$ cat src/rtl/arbitro_pkg.sv
// ============================================================================
// Module  : arbitro_pkg
// Brief   : Shared types and helpers for the arbitro_nxm word arbiter/router.
// Rev     : 1.0  initial release
// ============================================================================
`default_nettype none

package arbitro_pkg;

    typedef enum logic [0:0] {
        ST_IDLE   = 1'b0,
        ST_ACTIVE = 1'b1
    } arb_state_t;

    function automatic int clog2(input int value);
        int r;
        r = 0;
        while ((1 << r) < value) r++;
        return r;
    endfunction

    function automatic int get_dest(input logic [63:0] word, input int lsb, input int w);
        logic [63:0] t;
        t = (word >> lsb) & ((64'd1 << w) - 64'd1);
        return int'(t[31:0]);
    endfunction

endpackage

`default_nettype wire

$ cat src/rtl/arbitro_rr_sel.sv
// ============================================================================
// Module  : arbitro_rr_sel
// Brief   : Rotating-priority picker; first eligible input strictly after ptr,
//           wrapping round so that ptr itself is the last candidate.
// Rev     : 1.0  initial release
// ============================================================================
`default_nettype none

module arbitro_rr_sel
    import arbitro_pkg::*;
#(
    parameter int NUM_IN = 4,
    parameter int PTR_W  = (NUM_IN > 1) ? clog2(NUM_IN) : 1
)(
    input  logic [NUM_IN-1:0] elig,
    input  logic [PTR_W-1:0]  ptr,
    output logic [NUM_IN-1:0] grant,
    output logic              found
);

    always_comb begin
        grant = '0;
        found = 1'b0;
        for (int k = 1; k <= NUM_IN; k++) begin
            for (int j = 0; j < NUM_IN; j++) begin
                if (!found && elig[j] && (j == ((int'(ptr) + k) % NUM_IN))) begin
                    grant[j] = 1'b1;
                    found    = 1'b1;
                end
            end
        end
    end

endmodule

`default_nettype wire

$ cat src/rtl/arbitro_nxm.sv
// ============================================================================
// Module  : arbitro_nxm
// Brief   : NUM_IN x NUM_OUT FWFT word arbiter/router with per-destination
//           backpressure. Macro ARBITRO_RR_EN selects burst-limited
//           round-robin; otherwise lowest-index fixed priority.
// Rev     : 1.0  initial release
// ============================================================================
`default_nettype none

module arbitro_nxm
    import arbitro_pkg::*;
#(
    parameter int NUM_IN   = 4,
    parameter int NUM_OUT  = 4,
    parameter int WIDTH    = 12,
    parameter int DEST_LSB = 10,
    parameter int DEST_W   = 2,
    parameter int BURST    = 2
)(
    input  logic                    clk,
    input  logic                    reset,
    input  logic [NUM_IN-1:0]       empty,
    input  logic [NUM_IN*WIDTH-1:0] fifo_out,
    input  logic [NUM_OUT-1:0]      almost_full,
    output logic [NUM_IN-1:0]       pop,
    output logic [NUM_OUT-1:0]      push,
    output logic [WIDTH-1:0]        data_out,
    output logic                    idle,
    output logic                    err_dest
);

    localparam int PTR_W = (NUM_IN > 1) ? clog2(NUM_IN) : 1;

    if (BURST < 1 || NUM_IN < 1 || NUM_OUT < 2 || (1 << DEST_W) < NUM_OUT ||
        DEST_LSB + DEST_W > WIDTH) begin : g_bad_params
        $error("arbitro_nxm: invalid parameter set");
    end

    logic [NUM_IN-1:0]  w_elig;
    logic [NUM_IN-1:0]  w_grant;
    logic               w_any_grant;
    logic [WIDTH-1:0]   w_word;
    int                 w_gnt_dest;
    logic               w_bad_dest;
    logic [NUM_OUT-1:0] w_push_next;
    arb_state_t         r_state;

    // Out-of-range destinations stay eligible so they drain instead of wedging the input.
    always_comb begin : p_elig
        int   d;
        logic blocked;
        d       = 0;
        blocked = 1'b0;
        w_elig  = '0;
        for (int i = 0; i < NUM_IN; i++) begin
            d       = get_dest(64'(fifo_out[i*WIDTH +: WIDTH]), DEST_LSB, DEST_W);
            blocked = 1'b0;
            for (int o = 0; o < NUM_OUT; o++) begin
                if (d == o && almost_full[o]) blocked = 1'b1;
            end
            w_elig[i] = !empty[i] && (d >= NUM_OUT || !blocked);
        end
    end

`ifdef ARBITRO_RR_EN
    localparam int CNT_W = clog2(BURST + 1);

    logic [PTR_W-1:0]  r_ptr;
    logic [PTR_W-1:0]  w_pick_idx;
    logic [CNT_W-1:0]  r_cnt;
    logic [NUM_IN-1:0] w_pick;
    logic              w_found;
    logic              w_stay;

    arbitro_rr_sel #(
        .NUM_IN (NUM_IN),
        .PTR_W  (PTR_W)
    ) u_rr_sel (
        .elig  (w_elig),
        .ptr   (r_ptr),
        .grant (w_pick),
        .found (w_found)
    );

    always_comb begin
        w_stay     = 1'b0;
        w_pick_idx = '0;
        w_grant    = '0;
        for (int j = 0; j < NUM_IN; j++) begin
            if (j == int'(r_ptr)) w_stay = w_elig[j] && (int'(r_cnt) < BURST);
            if (w_pick[j]) w_pick_idx = PTR_W'(j);
        end
        for (int j = 0; j < NUM_IN; j++) begin
            w_grant[j] = w_stay ? (j == int'(r_ptr)) : w_pick[j];
        end
    end

    // A cycle without any grant clears the count so the held input restarts a fresh burst.
    always_ff @(posedge clk or negedge reset) begin
        if (!reset) begin
            r_ptr <= '0;
            r_cnt <= '0;
        end else if (w_stay) begin
            r_cnt <= r_cnt + CNT_W'(1);
        end else if (w_found) begin
            r_ptr <= w_pick_idx;
            r_cnt <= CNT_W'(1);
        end else begin
            r_cnt <= '0;
        end
    end
`else
    always_comb begin
        w_grant = '0;
        for (int j = NUM_IN - 1; j >= 0; j--) begin
            if (w_elig[j]) w_grant = NUM_IN'(1) << j;
        end
    end
`endif

    always_comb begin
        w_word = '0;
        for (int i = 0; i < NUM_IN; i++) begin
            if (w_grant[i]) w_word = fifo_out[i*WIDTH +: WIDTH];
        end
        w_any_grant = |w_grant;
        w_gnt_dest  = get_dest(64'(w_word), DEST_LSB, DEST_W);
        w_bad_dest  = w_any_grant && (w_gnt_dest >= NUM_OUT);
        w_push_next = '0;
        for (int o = 0; o < NUM_OUT; o++) begin
            w_push_next[o] = w_any_grant && (w_gnt_dest == o);
        end
    end

    assign pop = reset ? w_grant : '0;

    always_ff @(posedge clk or negedge reset) begin
        if (!reset) begin
            push     <= '0;
            data_out <= '0;
            idle     <= 1'b1;
            err_dest <= 1'b0;
            r_state  <= ST_IDLE;
        end else begin
            push <= w_push_next;
            idle <= !w_any_grant;
            if (w_any_grant && !w_bad_dest) data_out <= w_word;
            if (w_bad_dest) err_dest <= 1'b1;
            case (r_state)
                ST_IDLE:   if (|w_elig)  r_state <= ST_ACTIVE;
                ST_ACTIVE: if (!(|w_elig)) r_state <= ST_IDLE;
                default:   r_state <= ST_IDLE;
            endcase
        end
    end

endmodule

`default_nettype wire

$ cat config.mk
export PLATFORM = sky130hd
export DESIGN_NAME = arbitro_nxm
export DESIGN_NICKNAME = d
export VERILOG_FILES = /design/src/rtl/arbitro_pkg.sv /design/src/rtl/arbitro_rr_sel.sv /design/src/rtl/arbitro_nxm.sv
export SDC_FILE = /design/constraint.sdc
export NUM_CORES = 1
export LEC_CHECK = 0
export CAP_MARGIN = 0
export CORE_MARGIN = 3
export CORE_UTILIZATION = 37
export CTS_CLUSTER_SIZE = 14
export DETAILED_ROUTE_END_ITERATION = 12
export GPL_ROUTABILITY_DRIVEN = 0
export GPL_TIMING_DRIVEN = 0
export HOLD_SLACK_MARGIN = 0.1
export PLACE_DENSITY = 0.85
export SLEW_MARGIN = 15
export SYNTH_ARGS = -nofsm -noshare
export SYNTH_HDL_FRONTEND = slang
export SYNTH_SLANG_ARGS = --single-unit
$ cat constraint.sdc
create_clock -name clk -period 2.2 [get_ports clk]
set_input_delay 0.22 -clock clk [delete_from_list [all_inputs] [get_ports clk]]
set_output_delay 0.22 -clock clk [all_outputs]
set_load 0.02 [all_outputs]
# After elaboration in Yosys (flattened, before gate mapping)
# Cells that the tools add are included.
# word_totals
in_bits,58
out_inout_bits,22
reg_bits,18
elab_cells,95
# op_classes
n_mux,25
n_eq_ne,15
n_lt_le_gt_ge,5
reduce_logical,46
# op_table
operator,count
zero test 32 bit,5
2-to-1 mux 12 bit,4
logical AND 1 bit,26
== test 2 bit (second input constant),10
2-to-1 mux 4 bit,5
2-to-1 mux 1 bit,16
>= comparator 2 x 3 -> 1 bit (second input constant),5
== test 2 x 1 -> 1 bit (second input constant),5
zero test 1 bit,10
logical OR 1 bit,4
OR reduction 4 bit,1

# Depth between registers and ports, before layout
# Gate-level depths: netlist (run 1).
# depth
word_depth,21
ltp_mapped,6

# Worst setup path after synthesis (run 1)
# OpenSTA, ideal clock, no wires.
# synth_path
path_kind,input to register
from,input port fifo_out[46]
to,register data_out[10]
path_slack_ns,0.451
stages,5
setup_ns,0.121
t_arrival_ns,1.628
cell_sequence,mux4_2 or2_1 clkbuf_2 or3_1 a22o_1
# synth_between
elab_chain_cells,18
word_cells_on_any_way,26
classes_between,order compare: 2; eq/ne: 3; mux: 9; reduce/logical: 12
# synth_lines
item,line_no,rtl
from (decl),arbitro_nxm.sv:23,"input logic [NUM_IN*WIDTH-1:0] fifo_out,"
zero test 32 bit,arbitro_nxm.sv:59,if (d == o && almost_full[o]) blocked = 1'b1;
logical AND 1 bit,arbitro_nxm.sv:59,
2-to-1 mux 1 bit (4 in a row),arbitro_nxm.sv:59,
zero test 1 bit,arbitro_nxm.sv:61,w_elig[i] = !empty[i] && (d >= NUM_OUT || !blocked);
logical OR 1 bit,arbitro_nxm.sv:61,
logical AND 1 bit,arbitro_nxm.sv:61,
2-to-1 mux 4 bit (4 in a row),arbitro_nxm.sv:116,if (w_elig[j]) w_grant = NUM_IN'(1) << j;
2-to-1 mux 12 bit,arbitro_nxm.sv:124,if (w_grant[i]) w_word = fifo_out[i*WIDTH +: WIDTH];
>= comparator 2 x 3 -> 1 bit,arbitro_nxm.sv:128,w_bad_dest = w_any_grant && (w_gnt_dest >= NUM_OUT);
logical AND 1 bit,arbitro_nxm.sv:128,
zero test 1 bit,arbitro_nxm.sv:147,if (w_any_grant && !w_bad_dest) data_out <= w_word;
logical AND 1 bit,arbitro_nxm.sv:147,
to (signal assigned),arbitro_nxm.sv:147,
to (decl),arbitro_nxm.sv:27,"output logic [WIDTH-1:0] data_out,"
# Parallel ways exist; a longest one is shown, timed or not.
# A chain may end at the register's enable or synchronous reset.

# Final worst setup path (run 1)
# layout_path
from,input port fifo_out[46]
to,output port pop[3]
# layout_between
elab_chain_cells,14
word_cells_on_any_way,21
classes_between,order compare: 1; eq/ne: 3; mux: 9; reduce/logical: 8
# layout_lines
item,line_no,rtl
zero test 32 bit,arbitro_nxm.sv:59,
logical AND 1 bit,arbitro_nxm.sv:59,
2-to-1 mux 1 bit (4 in a row),arbitro_nxm.sv:59,
zero test 1 bit,arbitro_nxm.sv:61,
logical OR 1 bit *,arbitro_nxm.sv:61,
logical AND 1 bit *,arbitro_nxm.sv:61,
2-to-1 mux 4 bit * (4 in a row),arbitro_nxm.sv:116,
2-to-1 mux 4 bit *,arbitro_nxm.sv:135,assign pop = reset ? w_grant : '0;
to (decl),arbitro_nxm.sv:25,"output logic [NUM_IN-1:0] pop,"
# Mark *: on every way between the ends. The rest lies on a longest branch, timed or not.

==> results of run 1 <==
## repair_timing
item | in CTS | in global routing
gates cloned | 0 | 0
resized for setup | 28 | 17
setup endpoints to repair | 4 | 4
buffers inserted | 2 | 0
## power by group through the flow
stage,registers (W),clock network [W],logic (W)
after floorplan,0.000484,0,0.000182
after global placement,0.000406,0,0.000534
after detailed placement,0.000407,0,0.000547
after CTS,0.000402,0.000177,0.000579
after global routing,0.000409,0.000192,0.000631
final,0.000401,0.000180,0.000591
## worst min path at each step
stage | slack, ps | from | to | depth (start not counted)
2_1_floorplan | -80 | reset | data_out[0] | 0
3_3_place_gp | 490 | data_out[10] | data_out[10] | 1
3_5_place_dp | 510 | data_out[10] | data_out[10] | 1
4_1_cts | 170 | reset | data_out[4] | 1
5_1_grt | 200 | reset | data_out[1] | 1
6_report | 120 | reset | data_out[4] | 1
## worst max-delay path: stages
cell and delay [ps]:
clkdlybuf4s50_1 530, mux4_2 520, nor2_1 200, and3_1 200, clkdlybuf4s15_2 270
## metal layers
layer | vias to the layer above | GRT usage, % | routed length (um)
li1 | 628 | - | -
met1 | 645 | 27.8 | 1600
met2 | 75 | 42.0 | 2170
met3 | 16 | 3.56 | 243
met4 | 0 | 10.2 | 158
met5 | - | 0 | 0
## state kept, by name (all words and copies together) (netlist names)
register and cells:
push 4, data_out 12, idle 1
## cell usage in the layout (no fill, tap or decap), drive strengths merged, types with 4 or more instances in the layout
cell | Yosys | final
mux2i | 13 | 13
dlymetal6s2s | 0 | 4
nor2 | 16 | 16
clkbuf | 4 | 8
buf | 3 | 6
dfrtp | 16 | 16
o22ai | 11 | 11
clkdlybuf4s50 | 0 | 66
dlygate4sd2 | 0 | 5
a221oi | 10 | 10
inv | 4 | 4
nand2 | 4 | 4
## kinds of logic (layout without fill, tap and decap cells)
family	count (synthesis)	after routing
other	1	1
and+or+nand+nor	35	35
muxes	17	17
DFF	17	17
buffers and inverters	11	95
AOI/OAI and AO/OA	37	37
## metrics by stage
step	instance area [um^2]	hold slack (ps)	power [W]	setup TNS, ps	utilization [%]
floorplan	1120	-75.6	0.000666	0	-
global placement	1940	494	0.000940	-3180	68.6
detailed placement	1940	509	0.000955	-3750	68.6
CTS	2070	167	0.00116	0	73.0
global route	2100	199	0.00123	0	74.3
finish	2100	124	0.00117	0	74.3
## final cells by class
cell class	count	area [um^2]
well taps	31	38.8
repair buffers	80	791
clock inverters	1	5.00
fillers	204	728
multi-input cells	90	752
clock buffers	3	22.5
flip-flops and latches	17	427
inverters	4	15.0
plain buffers	7	50.0
==> results by group, run 1 <==
Job
  – Number of max-cap violations: 0

Power
  – Clk pwr share: 15.4%
  – Net Sw Power: 0.000418 W
  – Max IR drop VDD: 334 uV
  – Pint: 0.000754 W
  – Leakage: 0.937 nW
  – Combinational fraction of design power: 50.4%
  – Pwr dens: 558 nW/um^2
  – Sw Ratio: 35.6%
  – Reg power frac: 34.2%

Timing
  – Slew @ Worst Pin: 859 ps
  – Tcrit/Tclk final: 97.7%
  – Hold Vio Cnt, Final: 0
  – Final setup vio count: 0
  – Slew Limit Fails: 0
  – Max Clk Rate: 465 MHz
  – Period minus WS final: 2150 ps
  – Final WS setup: 50.6 ps
  – Slew Limit Headroom: 42.7%
  – Clk_skew: 0 ps
  – RSZ-0062 raised after global routing: no

Floorplan
  – Chip Width: 61.0 um
  – Ports: 80
  – Initial Utilization: 39.6%
  – Die height: 61.0 um
  – # rows: 19
  – Core ar.: 2830 um^2
  – Die ar.: 3730 um^2

Critical path
  – CP Class: in -> out
  – WP data arrival: 1930 ps
  – R2R Path End: data_out[8]
  – Crit Path Max Fanout: 3
  – Setup crit start: fifo_out[46]
  – Flop2flop setup slack: 1310 ps
  – CP Capture Point: pop[3]
  – Critical path data required time: 1980 ps
  – Crit path capture type: primary output
  – Worst Setup Start Kind: input port
  – FF-to-FF Start: data_out[8]
  – Worst reg-to-reg path cell count: 2

Synthesis
  – #FFs+latches synth: 17
  – Mux cell area share after synthesis: 16.6%
  – Synthesized Nets: 176
  – EDFF count, synth: 0
  – Cell Area, Synth: 1120 um^2
  – Post-Synthesis Cells: 118
  – Synthesis Warnings: 0
  – Post-synth top area share: 35.7%
  – Xor/xnor share of the synthesized area: 0%
  – Sequential share of the synthesized area: 38.1%
  – Main flop type after synthesis: dfrtp_1
  – Compound-cell area share of the yosys netlist: 25.9%
  – Largest family of logic cells by synthesized area: compound AO/OA/AOI/OAI gates
  – Synth cell types: 33
  – Syn Area/Cell: 9.50 um^2
  – Synth top cells by count: dfrtp_1 (16), nor2_1 (16), mux2i_1 (13)
  – Ys async rst share: 100%
  – Adder-cell share of the synthesized area: 0%
  – Area leader, netlist: dfrtp_1
  – Top post-synthesis cells by area: dfrtp_1 (36%), mux2i_1 (12%), a221oi_1 (7.8%), o22ai_1 (6.1%), nor2_1 (5.4%)
  – Post-Synth Simple-Gate Area: 14.5%

Clock network
  – Longest Clk Path Bufs: 2
  – CTS Root Cell: clkbuf_4
  – CTS Hold Buffers Added: 0
  – TritonCTS Sinks: 17
  – Skew-Pair Late Insertion Delay: 290 ps
  – Num CTS Buffers: 3
  – CTS tree: done
  – H-tree depth: 1
  – Worst-path clk slew: 120 ps

Drt
  – Via Count: 1,364
  – Post-detailed-route count of antenna-violating nets: 0
  – 1st-iter DRT viols: 54
  – First-pass DRT Iterations: 6
  – Vias per cell: 5.85
  – Drt total wl: 4180 um
  – # DRC: 0
  – Per-cell routed wire length: 17.9 um

Final layout
  – Ant. Diodes: 0
  – P&R area growth vs syn: 87.4%
  – Final net count: 261
  – Share of cells above drive strength 1: 16.3%
  – Final cell count without fillers: 233

Placed design
  – Dpl hpwl: 3160 um
  – Pre-CTS setup slack: -793 ps
  – Placed cells: 227
  – Input/output buffers: 78

Global route
  – Overflow after GRT: 0
  – Tot GR Track Use: 23.5%
  – Vias in the first global route: 1,418
  – Largest net degree at the start of global routing: 22
  – First-pass GRT wire length: 6580 um
  – Initial antenna violation count: 0

Min path
  – HP Class: in -> async

Outcome
  – Outcome: finished, final reports clean
Power figures use the tool's default switching activity.
==> run 2, diff against run 1 <==
- ABC_AREA: default -> 1
- CORE_UTILIZATION: 37 -> 38
- SLEW_MARGIN: 15 -> 10
==> results by group, run 2 <==
Critical path
  – R2R Path End: data_out[5]
  – Setup crit start: fifo_out[34]
  – Worst reg-to-reg path cell count: 2 (unchanged)
  – Crit Path Max Fanout: 6 (+3)
  – Max stage delay on crit path: 520 ps (about the same)
  – Most frequent CP cell: nand3_2
  – Crit path max-delay cell type: clkdlybuf4s50_1
  – Flop2flop setup slack: 1520 ps (+210 ps)
  – Critical path data required time: 1980 ps (about the same)
  – CP Class: in -> out
  – Worst-path cell chain: clkdlybuf4s50_1 -> inv_2 -> nand2_1 -> nand3_2 -> a21oi_1 -> nand3_2 -> nor2_1 -> dlygate4sd2_1
  – Worst Setup Start Kind: input port
  – CP Capture Point: pop[2]
  – Crit path capture type: primary output
  – WP data arrival: 1810 ps (-120 ps)
  – FF-to-FF Start: data_out[5]

Floorplan
  – Die ar.: 3800 um^2 (+2.0%)
  – Core ar.: 2850 um^2 (+0.84%)
  – Ports: 80 (unchanged)
  – Chip Width: 61.7 um (+1.0%)
  – Die height: 61.7 um (+1.0%)
  – # rows: 19 (unchanged)
  – Initial Utilization: 41.3% (+1.6 points)

Synthesis
  – Cell Area, Synth: 1180 um^2 (+5.0%)
  – Top post-synthesis cells by area: dfrtp_1 (34%), nand2_1 (22%), nand3_1 (13%), inv_1 (4.5%), a21oi_1 (3.8%)
  – Main flop type after synthesis: dfrtp_1
  – Post-synth top area share: 34.0% (-1.7 points)
  – Syn Area/Cell: 6.58 um^2 (-31%)
  – Sequential share of the synthesized area: 36.2% (-1.8 points)
  – Area leader, netlist: dfrtp_1
  – EDFF count, synth: 0 (unchanged)
  – Synth top cells by count: nand2_1 (68), nand3_1 (31), dfrtp_1 (16)
  – Synthesized Nets: 237 (+35%)
  – Cell with the most instances after synthesis: nand2_1
  – Synth cell types: 20 (-39%)
  – Post-Synthesis Cells: 179 (+52%)
  – #FFs+latches synth: 17 (unchanged)
  – Ys async rst share: 100% (unchanged)
  – Synthesis Warnings: 0 (unchanged)

Global route
  – Tot GR Track Use: 17.7% (-5.8 points)
  – Vias in the first global route: 1,212 (-15%)
  – First-pass GRT wire length: 5120 um (-22%)
  – Largest net degree at the start of global routing: 19 (-14%)
  – Overflow after GRT: 0 (unchanged)
  – Initial antenna violation count: 0 (unchanged)

Timing
  – Slew Limit Fails: 0 (unchanged)
  – Max Clk Rate: 492 MHz (+5.7%)
  – Slew @ Worst Pin: 719 ps (-141 ps)
  – Hold_ws: 96.9 ps (-27.1 ps)
  – Tcrit/Tclk final: 92.4% (-5.3 points)
  – Period minus WS final: 2030 ps (-116 ps)
  – Hold Vio Cnt, Final: 0 (unchanged)
  – Final WS setup: 167 ps (+116 ps)
  – Clk_skew: 0 ps (unchanged)
  – RSZ-0062 raised after global routing: no
  – Slew Limit Headroom: 52.1% (+9.4 points)
  – Final setup vio count: 0 (unchanged)

Power
  – Max IR drop VDD: 231 uV (-31%)
  – Leakage: 1.03 nW (+9.6%)
  – Pwr dens: 519 nW/um^2 (-6.9%)

Clock network
  – CTS Root Cell: clkbuf_4
  – CTS tree: done
  – Skew-Pair Late Insertion Delay: 280 ps (about the same)
  – CTS Hold Buffers Added: 0 (unchanged)
  – Longest Clk Path Bufs: 2 (unchanged)
  – Num CTS Buffers: 3 (unchanged)
  – TritonCTS Sinks: 17 (unchanged)
  – H-tree depth: 1 (unchanged)
  – Worst-path clk slew: 90 ps (-30 ps)

Final layout
  – Final cell count without fillers: 292 (+25%)
  – Final net count: 320 (+23%)
  – P&R area growth vs syn: 71.6%
  – Largest registers: data_out (12), push (4), idle (1)
  – Share of cells above drive strength 1: 11.1% (-5.2 points)
  – Most common cell after layout, fill and taps aside: clkdlybuf4s50_1
  – Biggest register: data_out
  – Ant. Diodes: 0 (unchanged)
  – Most frequent cells in the layout: clkdlybuf4s50_1 (73), nand2_1 (68), nand3_1 (31)
  – Largest register FFs: 12 (unchanged)

Drt
  – 1st-iter DRT viols: 38 (-30%)
  – Post-detailed-route count of antenna-violating nets: 0 (unchanged)
  – First-pass DRT Iterations: 4 (-2)
  – # DRC: 0 (unchanged)
  – Vias per cell: 4.72 (-19%)
  – Per-cell routed wire length: 11.4 um (-36%)
  – Via Count: 1,378 (+1.0%)
  – Drt total wl: 3330 um (-20%)

Placed design
  – Dpl hpwl: 2950 um (-6.5%)
  – Placed cells: 288 (+27%)
  – Input/output buffers: 78 (unchanged)
  – Pre-CTS setup slack: -230 ps (+563 ps)

Min path
  – HP Class: in -> async

Outcome
  – Outcome: finished, final reports clean

Job
  – Number of max-cap violations: 0 (unchanged)
## run 2: critical path, delay by kind of cell
kind,cells,cell delay [ps]
simple gates,4,430
compound gates,1,250
buf+inv,3,920
## run 2: cells by family after synthesis
kind of cell	count (synthesis)	share of synthesized area, %
compound gates	12	5.42
buf+inv	26	10.1
other cells	1	0.319
simple gates	123	47.9
flops	17	36.2
## run 2: area by class of cell
class / count / area, um^2
multi-input cells: 136 / 632
well taps: 31 / 38.8
flip-flops and latches: 17 / 427
repair buffers: 78 / 778
clock buffers: 4 / 26.3
plain buffers: 6 / 43.8
fillers: 263 / 832
inverters: 20 / 75.1
## run 2: what timing repair did
action	4_1_cts	5_1_grt
cloned	0	0
gates resized for setup	4	1
setup endpoints to repair	4	1
buffers inserted	0	0
## run 2: worst min path at each step
stage / from / endpoint / slack (ps) / cells after the start
after global routing: reset / data_out[10] / 130 / 1
after CTS: reset / data_out[10] / 110 / 1
after detailed placement: data_out[10] / data_out[10] / 470 / 2
after floorplan: reset / data_out[0] / -80 / 0
after global placement: data_out[10] / data_out[10] / 460 / 2
final: reset / data_out[10] / 100 / 1
## run 2: metal layers
metal	vias to the layer above	global-route usage [%]	routed length, um
met2	47	29.6	1610
met3	2	2.94	214
li1	729	-	-
met4	0	5.15	22
met1	600	23.4	1480
met5	-	0	0
## run 2: power by group
part           total (W)  switching [W]  internal (W)
Sequential      0.000397      0.0000274      0.000369
Combinational   0.000495       0.000242      0.000253
Clock           0.000158      0.0000879     0.0000703
Total            0.00105       0.000357      0.000692
## run 2: through the flow
stage               total power, W  TNS (ps)  area [um^2]  utilization [%]
finish                     0.00105         0         2020             70.8
global route               0.00112         0         2020             70.8
CTS                        0.00106         0         2020             70.7
detailed placement        0.000904      -900         2000             70.0
global placement          0.000895      -903         2000             70.0
floorplan                 0.000634         0         1180                -
==> run 3, diff against run 2 <==
- CTS_CLUSTER_SIZE: 14 -> 12
==> results of run 3 <==
Same layout as run 2: the final DEF is identical, and so are final timing and power.
